`config.mk`:
```
export PLATFORM = sky130hd
export DESIGN_NAME = rv32i_reg_file
export DESIGN_NICKNAME = d
export VERILOG_FILES = /design/src/rtl/rv32i_reg_file_pkg.sv /design/src/rtl/rf_read_port.sv /design/src/rtl/rv32i_reg_file.sv
export SDC_FILE = /design/constraint.sdc
export NUM_CORES = 2
export LEC_CHECK = 0
export BUFFER_PORTS_ARGS = -buffer_cell sky130_fd_sc_hd__buf_2
export CAP_MARGIN = 0
export CORE_MARGIN = 2
export CORE_UTILIZATION = 60
export DETAILED_ROUTE_END_ITERATION = 10
export PLACE_DENSITY = 0.74
export SETUP_SLACK_MARGIN = 0.5
export SYNTH_ARGS = -nofsm -noshare
export SYNTH_HDL_FRONTEND = slang
export SYNTH_SLANG_ARGS = --single-unit
```
`constraint.sdc`:
```
create_clock -name clk -period 3.9 [get_ports clk]
set_input_delay 0.585 -clock clk [delete_from_list [all_inputs] [get_ports clk]]
set_output_delay 0.585 -clock clk [all_outputs]
set_load 0.02 [all_outputs]
```
`src/rtl/rv32i_reg_file_pkg.sv`:
```
// Shared RV32I register-file constants and types, also used by the pipeline
// forwarding and hazard logic.
package rv32i_reg_file_pkg;

  localparam int RV_XLEN    = 32;
  localparam int RV_NREGS   = 32;
  localparam int REG_ADDR_W = 5;

  typedef logic [REG_ADDR_W-1:0] reg_addr_t;
  typedef logic [RV_XLEN-1:0]    xword_t;

  // True when the address selects the hardwired-zero register x0.
  function automatic logic is_x0(input reg_addr_t addr);
    return (addr == {REG_ADDR_W{1'b0}});
  endfunction

endpackage

```
`src/rtl/rf_read_port.sv`:
```
// One combinational read port: x0 zeroing, write-back bypass compare and the
// register array mux.
module rf_read_port
  import rv32i_reg_file_pkg::*;
#(
  parameter int XLEN  = RV_XLEN,
  parameter int NREGS = RV_NREGS,
  parameter int AW    = REG_ADDR_W
) (
  input  logic [XLEN-1:0] regs [NREGS],
  input  logic [AW-1:0]   addr,
  input  logic            byp_en,
  input  logic [AW-1:0]   wr_addr,
  input  logic [XLEN-1:0] wr_data,
  output logic [XLEN-1:0] data
);

  // Read select: x0 wins over everything, then the in-flight write, then the array.
  always_comb begin
    data = {XLEN{1'b0}};
    if (addr == {AW{1'b0}}) begin
      data = {XLEN{1'b0}};
    end else if (byp_en && (wr_addr == addr)) begin
      data = wr_data;
    end else begin
      data = regs[addr];
    end
  end

endmodule

```
`src/rtl/rv32i_reg_file.sv`:
```
// RV32I integer register file: x1..x31 in flops, x0 hardwired to zero,
// two asynchronous read ports and one synchronous write port.
module rv32i_reg_file
  import rv32i_reg_file_pkg::*;
#(
  parameter int XLEN      = RV_XLEN,
  parameter int NREGS     = RV_NREGS,
  parameter bit WB_BYPASS = 1'b1
) (
  input  logic                     clk,
  input  logic                     reset,
  input  logic [$clog2(NREGS)-1:0] rs1,
  input  logic [$clog2(NREGS)-1:0] rs2,
  input  logic [$clog2(NREGS)-1:0] rd,
  input  logic [XLEN-1:0]          rd_data,
  input  logic                     we,
  output logic [XLEN-1:0]          rs1_data,
  output logic [XLEN-1:0]          rs2_data
);

  localparam int AW = $clog2(NREGS);

  logic [XLEN-1:0] regs_r      [1:NREGS-1];
  logic [XLEN-1:0] regs_view_s [NREGS];
  logic            byp_en_s;

  // Register array update: clear-all has priority over the write port.
  always_ff @(posedge clk) begin
    if (reset) begin
      for (int i = 1; i < NREGS; i++) begin
        regs_r[i] <= {XLEN{1'b0}};
      end
    end else begin
      for (int i = 1; i < NREGS; i++) begin
        if (we && (rd == AW'(i))) begin
          regs_r[i] <= rd_data;
        end else begin
          regs_r[i] <= regs_r[i];
        end
      end
    end
  end

  // Present the array with a constant-zero x0 slot to the read muxes.
  always_comb begin
    regs_view_s[0] = {XLEN{1'b0}};
    for (int i = 1; i < NREGS; i++) begin
      regs_view_s[i] = regs_r[i];
    end
  end

  // A reset edge discards the write, so it must not be forwarded either.
  assign byp_en_s = WB_BYPASS && !reset && we;

  rf_read_port #(
    .XLEN  (XLEN),
    .NREGS (NREGS),
    .AW    (AW)
  ) u_port1 (
    .regs    (regs_view_s),
    .addr    (rs1),
    .byp_en  (byp_en_s),
    .wr_addr (rd),
    .wr_data (rd_data),
    .data    (rs1_data)
  );

  rf_read_port #(
    .XLEN  (XLEN),
    .NREGS (NREGS),
    .AW    (AW)
  ) u_port2 (
    .regs    (regs_view_s),
    .addr    (rs2),
    .byp_en  (byp_en_s),
    .wr_addr (rd),
    .wr_data (rd_data),
    .data    (rs2_data)
  );

endmodule

```
* After elaboration in Yosys (flattened, before gate mapping)
Memories as Yosys holds them, arrays and structs flattened. Cells that the tools add are included. Widths: inputs -> output; s select.
Word-level totals: register bits 0, memory bits (writable) 992, input port bits 50, output and inout port bits 64, logic and storage cells 397, memories kept 1
Memories:
- regs_r | depth 31, width 32, rd ports 31, clocked after memory_dff 0, write ports 31, line rv32i_reg_file.sv:23 | logic [XLEN-1:0] regs_r [1:NREGS-1];
Cells by class: magnitude comparators 2, equal/unequal tests 33, muxes and demuxes 260, bitwise operators 64, reductions and logical operators 37
Operator list (count):
- $mux 32 | 70
- $bmux 32 s5 | 2
- $mux 1 | 188
- $eq 5x5->1 const B | 16
- $or 1x1->1 | 62
- $eq 5x4->1 const B | 8
- $logic_and 1x1->1 | 34
- $eq 5x3->1 const B | 4
- $ge 6x6->1 const B | 2
- $not 5->6 | 2
- $eq 5x2->1 const B | 2
- $eq 5x5->1 | 2
- $logic_not 5->1 | 2
- $eq 5x1->1 const B | 1
- $logic_not 1->1 | 1

* Depth between registers and ports, before layout
word-level depth 7, mapped depth 10, depth with buffers taken out 5

* Modules after synthesis
A second synthesis with hierarchy kept.
Second synthesis, totals: cells, all modules 4197, area, all modules 55906.1 µm²
By module, submodules not included:
- rv32i_reg_file | instances 1, cells an instance 2493, area an instance 37726.2 µm², seq. area each 29788.6 µm²
- rf_read_port | instances 2, cells an instance 852, area an instance 9090.0 µm², seq. area each 0.0 µm²

* Worst setup path before layout
No wires, ideal clock.
path type input to register, from input rd[1], to register regs_r[0][448] (netlist name), library setup time 0.428 ns, arrival 2.692 ns, required time 3.472 ns, path slack 0.780 ns, stages 4, buffers on the path 1, cell sequence buf_2 nor2b_1 nand3_1 o21bai_1
RTL lines:
- start: declaration | line rv32i_reg_file.sv:14 | input logic [$clog2(NREGS)-1:0] rd,

* Worst setup path after layout
from input rs2[1], to output rs2_data[21]
On the way: word-level cells in the longest chain between the ends 6, elaborated cells on any way between the ends 9, those cells by class eq/ne (1); mux (5); bitwise (1); reduce/logical (2)
Ends and longest elaborated chain:
- start: declaration | line rv32i_reg_file.sv:13 | input logic [$clog2(NREGS)-1:0] rs2,
- $not 5->6 (not written as such) | line rf_read_port.sv:26 | data = regs[addr];
- $bmux 32 s5 | line rf_read_port.sv:26
- $mux 32 (not written as such) (2 in a row) | line rf_read_port.sv:26
- $mux 32 | line rf_read_port.sv:23 | end else if (byp_en && (wr_addr == addr)) begin
- $mux 32 * | line rf_read_port.sv:21 | if (addr == {AW{1'b0}}) begin
- end: declaration | line rv32i_reg_file.sv:18 | output logic [XLEN-1:0] rs2_data
Mark *: on every way between the ends. The rest lies on a longest branch, timed or not. The select of a mux whose other input is x is not followed.

==> impl_metrics.py <==
metrics = {
    "yosys": {
        "yosys-top-cells-area": "edfxtp_1 55%, mux4_2 16%, and2_1 12%",
        "synth_area_leader_cell": "edfxtp_1",
        "syn_avg_cell_area_um2": 14.41,
        "yosysSeqAreaShare_pct": 55.33,
        "synthCells": 3736,
        "synthesis.nets": 3786,
        "yosysWarnings": 0,
        "netlist_area_mm2": 0.05384,
        "synth_seq_cells": 992,
        "yosysTopAreaCellShare_pct": 55.33,
        "ys_types": 50,
    },
    "place": {
        "place_area_mm2": 0.05625,
        "dp_hpwl_um": 108000,
        "portBuffers": 113,
        "gp_congestion": 0.9243,
        "dp_slack_ns": 0.1716,
        "dpl.cell_count": 4802,
    },
    "floorplan": {
        "row_count": 109,
        "start_util_pct": 60.73,
        "die_area_mm2": 0.09214,
        "core-area_mm2": 0.08865,
        "die_h_um": 303.6,
        "die_w_um": 303.6,
        "ios": 114,
    },
    "routing": {
        "vias": 37345,
        "wl_per_cell_um": 37.09,
        "via_per_inst": 7.463,
        "drt_wl_total_um": 185600,
        "drc": 0,
        "dr.pass1.iters": 6,
        "drtAntennaViolNets": 0,
        "drt_iter0_drc": 6270,
    },
    "grt": {
        "grt_max_degree": 72,
        "grt_use_total_pct": 39.94,
        "grt_pass1_vias": 37399,
        "antenna_found_initial": 19,
        "grt_pass1_wl_um": 259000,
        "overflow": 0,
    },
    "sta": {
        "hold_ws_ns": 0.4805,
        "slew_headroom_pct": 40.56,
        "post-route-period-util_pct": 89.76,
        "max_freq_ghz": 0.2857,
        "period_minus_slack_ns": 3.500,
        "layout_setup_ws_ns": 0.3995,
        "finalSetupViolCount": 0,
        "hold_violations": 0,
        "rsz0062_at_grt": "true",
        "setup_tns_ns": 0,
        "drv_slew": 0,
        "worst_pin_slew_ns": 0.8907,
    },
    "worst_setup_path": {
        "arrival_ns": 2.92,
        "required_ns": 3.31,
        "cp_slowest_cell": "a221oi_1",
        "cp-start-kind": "input pin",
        "criticalPathCategory": "input pin to output pin",
        "startpoint": "rs2[1]",
        "crit_path_max_fanout": 31,
        "worstPathCellList": "buf_8 -> nor2_4 -> buf_4 -> a31oi_1 -> a221oi_1 -> o221a_1 -> buf_2",
        "critPathCaptureType": "output pin",
        "slowest_delay_ns": 0.50,
    },
    "cts": {
        "htree_levels": 3,
        "cts-root-buf": "clkbuf_16",
        "cts_hold_buf": 0,
        "path_clk_slew_ns": 0.06,
        "cts.sinks": 992,
        "cts_tree": "built",
        "cts_buffers": 104,
        "cts_buffer_depth": 3,
    },
    "pwr": {
        "ir_worst_vdd_mv": 0.4368,
        "switchingPower_mw": 6.706,
        "p_int_mw": 19.31,
        "p_seq_share_pct": 48.7,
        "p_comb_share_pct": 13.7,
        "finalPower_mw": 26.02,
        "pwr-share-clk_pct": 37.7,
        "power_leakage_nw": 21.16,
        "powerDensity_mw_per_mm2": 432.7,
        "swShare_pct": 25.78,
    },
    "hold_path": {
        "holdCritStartpoint": "rd_data[13]",
        "hold_path_class": "input pin to register",
    },
    "finish": {
        "post-route-util_pct": 67.83,
        "largest_reg_flops": 992,
        "top_regs": "regs_r x992",
        "fillers": 6078,
        "stdcell_count": 5004,
        "areaGrowthSynthToFinish_pct": 11.68,
        "final_area_mm2": 0.06013,
        "drive_gt1_share_pct": 26.92,
        "nNetsFinal": 3804,
        "regMostFlops": "regs_r",
    },
    "run": {
        "max-cap-violations": 0,
    },
    "outcome": {
        "status": "finished clean",
    },
}
## placed cells by master (no fill, tap or decap), drive strengths merged, types with 8 or more instances in the layout
cell    instances
and2          993
edfxtp        992
mux4          384
buf           310
mux2i         156
clkbuf        141
a22oi          96
nor2           81
mux2           75
a221oi         65
nand3          56
o22ai          55
nand2          47
a21oi          43
clkinv         43
o221a          42
a31oi          33
nor4           23
o21ai          20
o21bai         20
a22o           19
o221ai         18
nand2b         13
nor2b          12
nand3b         11
nor3           10
or4            10
bufinv          9
a21o            8
## cells in the mapped netlist (all sizes together)
cell type / instances
and2: 993
edfxtp: 992
mux4: 384
clkbuf: 274
mux2i: 156
buf: 138
a22oi: 96
nor2: 81
mux2: 75
a221oi: 65
nand3: 56
o22ai: 55
nand2: 47
a21oi: 43
o221a: 42
a31oi: 33
nor4: 23
o21ai: 20
o21bai: 20
a22o: 19
o221ai: 18
nand2b: 13
nand3b: 11
nor2b: 11
nor3: 10
or4: 10
a21o: 8
xor2: 6
a221o: 5
o211ai: 5
or2: 4
xnor2: 4
a31o: 3
and3: 3
inv: 3
nand4: 3
or3: 3
o2111ai: 2
o311ai: 2
## layer usage
layer,up-vias,wire [um],share of wire [%],GRT usage [%]
met4,22,11640,6.3,22.08
li1,14479,-,-,-
met5,-,141,0.076,0
met3,690,27880,15,12.92
met2,3401,84040,45,60.90
met1,18753,61930,33,51.06
## worst max-delay path, delay by kind of cell
kind	cells	cell delay (ns)
buffers and inverters	3	0.74
AND/OR/NAND/NOR	1	0.41
AO/OA/AOI/OAI	3	1.11
## area by class of cell
class	count	area [um2]	area share [%]
repair buffers	323	3009	5.005
well taps	1165	1458	2.424
diodes	6	15.01	0.02497
inverters	3	11.26	0.01873
multi-input cells	2330	22560	37.53
clock buffers	129	2739	4.555
clock inverters	56	543.0	0.9031
flip-flops and latches	992	29790	49.54
## path summary, 6_finish.rpt
kind,cells after the start,slack (ns),to
worst max-delay path,7,0.40,rs2_data[21]
worst min-delay path,2,0.48,regs_r[0][813]$_SDFFCE_PN0P_
## power by group through the flow
| stage | combinational, mW | sequential [mW] | clock [mW] |
|---|---|---|---|
| 2_1_floorplan | 2.10 | 12.7 | 0 |
| 3_3_place_gp | 3.28 | 12.8 | 0 |
| 3_5_place_dp | 3.32 | 12.9 | 0 |
| 4_1_cts | 3.37 | 12.6 | 9.80 |
| 5_1_grt | 3.61 | 12.7 | 10.2 |
| 6_report | 3.55 | 12.7 | 9.80 |
## logic make-up after synthesis
family | count (synthesis) | share of synthesized area, %
AND/OR/NAND/NOR | 1268 | 14.08
buffers and inverters | 415 | 3.709
AO/OA/AOI/OAI | 436 | 6.163
flip-flops | 992 | 55.33
XOR/XNOR | 10 | 0.1627
multiplexers | 615 | 20.55
## what timing repair did
item	CTS	global route
resized for setup	24	39
gates cloned	2	9
setup buffers	0	0
pin swaps	0	1
endpoints found under the setup margin	44	47
(Power assumes the default switching activity.)
